===== config.mk =====
export PLATFORM = sky130hd
export DESIGN_NAME = cla28_serial_sched
export DESIGN_NICKNAME = d
export VERILOG_FILES = /design/src/rtl/cla28_serial_sched.sv
export SDC_FILE = /design/constraint.sdc
export NUM_CORES = 1
export LEC_CHECK = 0
export CORE_UTILIZATION = 43
export CTS_BUF_LIST = sky130_fd_sc_hd__clkbuf_8
export CTS_CLUSTER_SIZE = 14
export DETAILED_ROUTE_END_ITERATION = 7
export PLACE_DENSITY_LB_ADDON = 0.08
export SETUP_SLACK_MARGIN = 0.1
export SLEW_MARGIN = 0
export SYNTH_ARGS = -nofsm -noshare
export SYNTH_HDL_FRONTEND = slang
export SYNTH_SLANG_ARGS = --single-unit

===== constraint.sdc =====
create_clock -name clk -period 1.65 [get_ports clk]
set_input_delay 0.33 -clock clk [delete_from_list [all_inputs] [get_ports clk]]
set_output_delay 0.33 -clock clk [all_outputs]
set_load 0.01 [all_outputs]

===== src/rtl/cla28_serial_sched.sv =====
// Two-requester adder that pushes each operand pair through one shared SLICE-bit
// carry-lookahead slice, one slice per cycle, under round-robin arbitration.
module cla28_serial_sched #(
  parameter int WIDTH = 28,
  parameter int SLICE = 4
) (
  input  logic             clk,
  input  logic             rst_n,
  input  logic [1:0]       req_valid,
  output logic [1:0]       req_ready,
  input  logic [WIDTH-1:0] req_a0,
  input  logic [WIDTH-1:0] req_b0,
  input  logic [WIDTH-1:0] req_a1,
  input  logic [WIDTH-1:0] req_b1,
  input  logic [1:0]       req_cin,
  output logic             out_valid,
  input  logic             out_ready,
  output logic [WIDTH-1:0] out_sum,
  output logic             out_cout,
  output logic             out_id,
  output logic             busy
);

  localparam int NSLICE = WIDTH / SLICE;
  localparam int IDXW   = (NSLICE > 1) ? $clog2(NSLICE) : 1;
  localparam logic [IDXW-1:0] LAST_IDX = IDXW'(NSLICE - 1);

  typedef enum logic [1:0] {
    IDLE = 2'd0,
    RUN  = 2'd1,
    DONE = 2'd2
  } state_t;

  state_t           state_q;
  logic [WIDTH-1:0] a_q, b_q, sum_q, sum_d;
  logic             carry_q, carry_d;
  logic             id_q;
  logic             pref_q;
  logic             out_valid_q;
  logic [IDXW-1:0]  idx_q;

  logic             gnt_id;
  logic [1:0]       hs;

  // pref_q names the requester that wins the next contention; cleared to 0.
  always_comb begin
    gnt_id    = (req_valid == 2'b11) ? pref_q : req_valid[1];
    req_ready = 2'b00;
    if (rst_n && (state_q == IDLE)) begin
      req_ready = gnt_id ? {req_valid[1], 1'b0} : {1'b0, req_valid[0]};
    end
  end

  assign hs = req_valid & req_ready;

  logic [SLICE-1:0] sl_a, sl_b, sl_p, sl_g, sl_sum;
  logic [SLICE:0]   sl_c;

  // Operands shift down each RUN cycle, so the active slice is always the low bits.
  assign sl_a = a_q[SLICE-1:0];
  assign sl_b = b_q[SLICE-1:0];

  generate
    for (genvar gi = 0; gi < SLICE; gi++) begin : g_bit
      assign sl_p[gi]   = sl_a[gi] | sl_b[gi];
      assign sl_g[gi]   = sl_a[gi] & sl_b[gi];
      assign sl_sum[gi] = sl_a[gi] ^ sl_b[gi] ^ sl_c[gi];
    end
  endgenerate

  // Each carry is a flat sum of generate terms gated by the propagates above them;
  // sl_c[SLICE] is the group carry G | (P & carry_q).
  always_comb begin
    logic gen_acc;
    logic prop_acc;
    sl_c     = '0;
    gen_acc  = 1'b0;
    prop_acc = 1'b1;
    for (int j = 0; j <= SLICE; j++) begin
      gen_acc  = 1'b0;
      prop_acc = 1'b1;
      for (int k = j - 1; k >= 0; k--) begin
        gen_acc  = gen_acc | (sl_g[k] & prop_acc);
        prop_acc = prop_acc & sl_p[k];
      end
      sl_c[j] = gen_acc | (prop_acc & carry_q);
    end
  end

  assign carry_d = sl_c[SLICE];
  assign sum_d   = {sl_sum, sum_q[WIDTH-1:SLICE]};

  always_ff @(posedge clk) begin
    if (!rst_n) begin
      state_q     <= IDLE;
      a_q         <= '0;
      b_q         <= '0;
      sum_q       <= '0;
      carry_q     <= 1'b0;
      id_q        <= 1'b0;
      pref_q      <= 1'b0;
      out_valid_q <= 1'b0;
      idx_q       <= '0;
    end else begin
      case (state_q)
        IDLE: begin
          if (hs != 2'b00) begin
            a_q     <= gnt_id ? req_a1 : req_a0;
            b_q     <= gnt_id ? req_b1 : req_b0;
            carry_q <= req_cin[gnt_id];
            id_q    <= gnt_id;
            pref_q  <= ~gnt_id;
            idx_q   <= '0;
            state_q <= RUN;
          end
        end
        RUN: begin
          a_q     <= a_q >> SLICE;
          b_q     <= b_q >> SLICE;
          sum_q   <= sum_d;
          carry_q <= carry_d;
          if (idx_q == LAST_IDX) begin
            state_q     <= DONE;
            out_valid_q <= 1'b1;
          end else begin
            idx_q <= idx_q + IDXW'(1);
          end
        end
        DONE: begin
          if (out_ready) begin
            state_q     <= IDLE;
            out_valid_q <= 1'b0;
          end
        end
        default: begin
          state_q     <= IDLE;
          out_valid_q <= 1'b0;
        end
      endcase
    end
  end

  assign out_valid = out_valid_q;
  assign out_sum   = sum_q;
  assign out_cout  = carry_q;
  assign out_id    = id_q;
  assign busy      = (state_q == RUN) || (state_q == DONE);

endmodule


== After elaboration in Yosys (flattened, before gate mapping) ==
Index checks and enable logic that the tools add are counted.
Word-level totals
  bits in registers: 93
  input port bits: 119
  output and inout bits: 34
  word-level logic and storage cells: 97
Cells by class
  add/subtract/negate cells: 1
  magnitude comparators: 1
  eq/ne operators: 8
  multiplexer cells: 23
  bitwise operators: 45
  reduce and logical (&&, ||, !) cells: 10
Operators with widths (number)
  2-to-1 mux 28 bit: 4
  one-hot mux 28 bit (2 select lines): 2
  AND 1 bit: 20
  bitwise OR 1 bit: 14
  2-to-1 mux 2 bit: 5
  AND reduction 3 bit: 3
  XOR 1 bit: 8
  2-to-1 mux 1 bit: 6
  2-to-1 mux 3 bit: 2
  inequality test 2 bit (second input constant): 3
  one-hot mux 2 bit (3 select lines): 1
  one-hot mux 3 bit (2 select lines): 1
  == test 2 bit (second input constant): 2
  AND reduction 2 bit: 2
  nonzero test 2 bit: 2
  adder 3 x 1 -> 3 bit (second input constant): 1
  == test 3 bit (second input constant): 1
  one-hot mux 1 bit (3 select lines): 1
  AND 2 bit: 1
  == test 2 x 1 -> 1 bit (second input constant): 1
  logical NOT 2 bit: 1
  < comparator 1 x 2 -> 1 bit (second input constant): 1
  inequality test 2 x 1 -> 1 bit (second input constant): 1
  NOT 1 bit: 2
  3 further kinds: 3

== Logic depth before layout (Yosys ltp) ==
  depth in word-level cells: 8
  mapped depth: 8
  depth with buffers taken out: 6

== Least setup slack after synthesis ==
No wires, ideal clock.
  path kind: register to register
  start point: reg state_q[0]
  end point: reg a_q[16]
  library setup time: 0.070 ns
  data arrival time: 1.540 ns
  required time: 1.580 ns
  setup slack: 0.040 ns
  stages on the path, launching flop included: 9
  buffers on the path: 2
  clock period less this slack: 1.610 ns
  path through: dfxtp_1 > inv_1 > ha_1 > nor3b_2 > nor3_2 > buf_2 > buf_2 > o21ai_0 > o2bb2ai_1
Between the ends
  word-level cells in the longest chain between the ends: 7
  elaborated cells on any way between the ends: 10
  those cells by class: 2 x eq/ne; 2 x mux; 1 x bitwise; 5 x reduce/logical
RTL lines
  start, declared: line 34  | state_t state_q;
  start signal, assigned: line 95  | state_q <= IDLE;
  start signal, assigned: line 114  | state_q <= RUN;
  start signal, assigned: line 123  | state_q <= DONE;
  logical NOT 2 bit: line 49, 105
  logical AND 1 bit: line 49  | if (rst_n && (state_q == IDLE)) begin
  2-to-1 mux 2 bit: line 49
  AND 2 bit: line 54  | assign hs = req_valid & req_ready;
  nonzero test 2 bit: line 107  | if (hs != 2'b00) begin
  inequality test 2 x 1 -> 1 bit (no source line)
  AND reduction 2 bit (no source line)
  end signal, assigned: line 108  | a_q <= gnt_id ? req_a1 : req_a0;
  end signal, assigned: line 118  | a_q <= a_q >> SLICE;
  end, declared: line 35  | logic [WIDTH-1:0] a_q, b_q, sum_q, sum_d;
Several ways; a longest one is shown, not always the timed one.
A chain may end at the register's enable or synchronous reset.

== Worst setup path in the final report ==
  start point: reg state_q[1]
  end point: reg b_q[6]
Between the ends
  word-level cells in the longest chain between the ends: 7
  elaborated cells on any way between the ends: 10
  those cells by class: 2 x eq/ne; 2 x mux; 1 x bitwise; 5 x reduce/logical
RTL lines
  logical NOT 2 bit: line 49, 105
  logical AND 1 bit: line 49
  2-to-1 mux 2 bit: line 49
  AND 2 bit: line 54
  nonzero test 2 bit: line 107
  inequality test 2 x 1 -> 1 bit (no source line)
  AND reduction 2 bit (no source line)
  end signal, assigned: line 109  | b_q <= gnt_id ? req_b1 : req_b0;
  end signal, assigned: line 119  | b_q <= b_q >> SLICE;
  end, declared: line 35
Several ways; a longest one is shown, not always the timed one.

==> impl_metrics.py <==
metrics = {
    "run_status": {
        "status": "finished with violations",
        "failing_checks": "negative setup slack",
    },
    "timing": {
        "period_needed_ps": 1700,
        "max_freq_mhz": 587,
        "finalWorstSetupSlack_ps": -52.3,
        "worstMarginPinSlew_ps": 428,
        "setup_repair_after_global_routing_missed_its_margin": "yes",
        "timing.slew.headroom": 0.714,
        "hold_viol": 0,
        "totalNegativeSetupSlack_ps": -409,
        "fin_worst_skew_ps": 10.2,
        "drv_slew": 0,
        "fin_crit_sh": 1.03,
        "finalSetupViolCount": 24,
    },
    "synthesis": {
        "synth_nets": 656,
        "yosys.area.top_type_share": 0.400,
        "synth.top_cells.by_count": "sky130_fd_sc_hd__dfxtp_1, sky130_fd_sc_hd__and3_1, sky130_fd_sc_hd__a211oi_1, sky130_fd_sc_hd__o21ai_0, sky130_fd_sc_hd__o2bb2ai_1",
        "async_set_or_reset_register_ratio_after_synthesis": 0,
        "postSynth.topFlopCell": "sky130_fd_sc_hd__dfxtp_1",
        "syn_avg_cell_area_um2": 8.92,
        "synth.most_common_cell": "sky130_fd_sc_hd__dfxtp_1",
        "register_bit_count_reported_by_yosys": 93,
        "synth_edf_count": 0,
        "yosys_warnings": 0,
        "synthTopCellsByArea": "sky130_fd_sc_hd__dfxtp_1, sky130_fd_sc_hd__o2bb2ai_1, sky130_fd_sc_hd__a211oi_1",
        "synth.yosys.seq_area_share": 0.400,
        "synth_top_cell_by_area": "sky130_fd_sc_hd__dfxtp_1",
        "cell_count_after_synthesis": 522,
        "synthDistinctLibCells": 44,
        "syn-cell-area_um2": 4660,
    },
    "setup_path": {
        "worst-setup-path-type": "register to register",
        "ff2ff_path_depth": 10,
        "critical_path.startpoint_type": "register",
        "worstPathArrival_ps": 1990,
        "required_ps": 1940,
        "crit_path_end_kind": "register",
        "critical_path.max_fanout": 5,
    },
    "global_route": {
        "grt_remaining_overflow": 0,
        "globalRouteMet2Util": 0.415,
        "grt_max_degree": 46,
        "grt_use_met1": 0.317,
        "use_met3": 0.0429,
        "wire_length_of_the_first_global_routing_pass_mm": 22.3,
        "grt_antenna_before_repair": 1,
        "grt_usage": 0.248,
        "first_global_vias": 4567,
        "grt_busiest_layer": "met2",
    },
    "clocking": {
        "worst_skew_pair.late_latency_ps": 360,
        "clock-root-buffer": "sky130_fd_sc_hd__clkbuf_8",
        "cts_buffer_depth": 2,
        "cts_made_buffers": 9,
        "cts_sinks": 93,
        "tritoncts": "done",
        "clk_pin_slew_ps": 80,
        "h-tree-depth": 3,
        "cts-hold-fix-buffers": 0,
    },
    "floorplanning": {
        "num_rows": 37,
        "initial_standard_cell_utilization_of_the_core": 0.447,
        "placeable_area_um2": 10400,
        "die_x_um": 106,
        "dieHeight_um": 106,
        "die_area_um2": 11300,
        "number_of_top_level_design_ports": 153,
    },
    "detailed_routing": {
        "drt_iter0_markers": 206,
        "route.detailed.wl_per_inst_um": 16.6,
        "drt-pass1-iter-count": 4,
        "routed_wirelength_mm": 13.9,
        "vias_per_cell": 5.54,
        "route.antenna.remaining_nets": 0,
        "drc": 0,
        "num_vias": 4622,
    },
    "power_and_ir_drop": {
        "power.static_leakage_nw": 2.98,
        "power_density_nw_per_um2": 1150,
        "worst_ir_drop_vdd_v": 0.000557,
    },
    "placed_design": {
        "place_inst": 803,
        "detailedPlace.worstSlack_ps": -449,
        "dp_hpwl_mm": 9.51,
        "gp_congestion": 0.805,
        "placed_cell_area_um2": 6550,
        "port-buffer-count": 152,
    },
    "final_layout": {
        "instances_no_fill": 834,
        "fillCellCount": 855,
        "design.final.nets": 827,
        "synthToLayoutAreaGrowth_pct": 53.4,
        "finalInstanceArea_um2": 7150,
        "layout.area.seq_um2": 1870,
        "fraction_of_layout_cells_with_a_size_suffix_above_1": 0.184,
        "multi_input_area_um2": 2730,
        "utilization": 0.686,
    },
    "hold_path": {
        "hold_path_depth": 2,
        "worstHoldPathType": "input pin to register",
    },
    "job": {
        "maxCapViolCount": 0,
    },
}
[metal layers]
layer  share of wire  vias up  routed length [um]
li1                -     2284                   -
met1            0.45     2203                6200
met2            0.48      118                6670
met3           0.053       17                 731
met4           0.020        0                 271
met5               0        -                   0
[cell usage in the layout, fill, tap and decap left out, types with 2 or more instances in the layout]
| cell | synthesis | layout |
|---|---|---|
| sky130_fd_sc_hd__inv_2 | 1 | 3 |
| sky130_fd_sc_hd__mux2i_1 | 27 | 27 |
| sky130_fd_sc_hd__o21ai_1 | 2 | 38 |
| sky130_fd_sc_hd__nor2b_1 | 3 | 2 |
| sky130_fd_sc_hd__o31ai_1 | 3 | 2 |
| sky130_fd_sc_hd__clkbuf_8 | 0 | 10 |
| sky130_fd_sc_hd__nor2_1 | 35 | 32 |
| sky130_fd_sc_hd__o21ai_2 | 0 | 11 |
| sky130_fd_sc_hd__nor3_1 | 4 | 4 |
| sky130_fd_sc_hd__buf_16 | 0 | 2 |
| sky130_fd_sc_hd__dfxtp_1 | 93 | 86 |
| sky130_fd_sc_hd__or3_4 | 0 | 2 |
| sky130_fd_sc_hd__clkdlybuf4s50_1 | 0 | 115 |
| sky130_fd_sc_hd__clkinvlp_4 | 0 | 2 |
| sky130_fd_sc_hd__ha_4 | 0 | 2 |
| sky130_fd_sc_hd__a21boi_0 | 8 | 8 |
| sky130_fd_sc_hd__buf_12 | 0 | 5 |
| sky130_fd_sc_hd__nand2_2 | 0 | 6 |
| sky130_fd_sc_hd__inv_1 | 14 | 13 |
| sky130_fd_sc_hd__buf_4 | 3 | 39 |
| sky130_fd_sc_hd__a211oi_1 | 51 | 50 |
| sky130_fd_sc_hd__nand2_1 | 14 | 8 |
| sky130_fd_sc_hd__o21bai_1 | 8 | 8 |
| sky130_fd_sc_hd__o2bb2ai_2 | 0 | 2 |
| sky130_fd_sc_hd__dfxtp_2 | 0 | 7 |
| sky130_fd_sc_hd__and3_1 | 59 | 58 |
| sky130_fd_sc_hd__a21oi_1 | 13 | 11 |
| sky130_fd_sc_hd__o2bb2ai_1 | 48 | 46 |
| sky130_fd_sc_hd__ha_1 | 14 | 12 |
| sky130_fd_sc_hd__buf_2 | 14 | 4 |
| sky130_fd_sc_hd__clkbuf_16 | 0 | 3 |
| sky130_fd_sc_hd__dlygate4sd2_1 | 0 | 32 |
| sky130_fd_sc_hd__nand3_1 | 4 | 3 |
| sky130_fd_sc_hd__buf_6 | 0 | 8 |
| sky130_fd_sc_hd__nor2_4 | 0 | 2 |
| sky130_fd_sc_hd__bufinv_16 | 0 | 2 |
| sky130_fd_sc_hd__a21oi_2 | 0 | 2 |
[worst max-delay path, stage by stage (launching register included)]
cell and delay [ps]:
sky130_fd_sc_hd__dfxtp_2 330, sky130_fd_sc_hd__inv_2 70, sky130_fd_sc_hd__buf_6 100, sky130_fd_sc_hd__ha_4 190, sky130_fd_sc_hd__nor2_4 50, sky130_fd_sc_hd__buf_6 110, sky130_fd_sc_hd__nor3_4 240, sky130_fd_sc_hd__buf_6 180
sky130_fd_sc_hd__clkbuf_16 150, sky130_fd_sc_hd__o21ai_2 50, sky130_fd_sc_hd__o2bb2ai_1 150
[per-stage QoR]
stage / total power [mW] / hold slack (ps)
after global placement: 5.87 / 438
after CTS: 7.93 / 359
after global routing: 8.71 / 399
after detailed placement: 5.95 / 441
final: 8.22 / 400
after floorplan: 4.71 / 427
[final timing paths]
kind | startpoint | endpoint | slack, ps
setup / recovery | state_q[1] | b_q[6] | -50
hold / removal | req_valid[1] | pref_q | 400
setup reg to reg | state_q[1] | b_q[6] | -50
hold reg to reg | b_q[24] | b_q[24] | 460
[flip-flops by register name, indices dropped and copies added (netlist names), 2 cells and up]
name / cells
a_q: 28
out_sum: 28
b_q: 28
idx_q: 3
state_q: 2
[repair_timing]
item / CTS / global route
endpoints found under the setup margin: 97 / 65
setup buffers: 5 / 3
pin swaps: 7 / 13
cloned: 2 / 5
gates resized for setup: 121 / 30
[cell families (layout without fill, tap and decap cells)]
family	count (synthesis)	in the layout	synth area share
other cells	0	1	0
simple gates	127	128	0.146
mux	27	27	0.0580
xor+xnor	2	2	0.00376
compound gates	191	191	0.291
fa+ha+maj	15	15	0.0419
buf+inv	67	241	0.0602
flops	93	93	0.400
[final cells by class]
cell class                      count  share of cell area
Multi-Input combinational cell    363               0.382
Timing Repair Buffer              210               0.293
Sequential cell                    93               0.262
Tap cell                          136              0.0238
Clock buffer                       10              0.0193
Clock inverter                      5              0.0107
Inverter                           16             0.00893
Antenna cell                        1            0.000350
[report_power, final]
group,switching (mW),internal (mW)
Clock,0.773,0.879
Combinational,1.72,1.78
Sequential,0.341,2.72
Note: power is estimated with default switching activity, not from simulation.
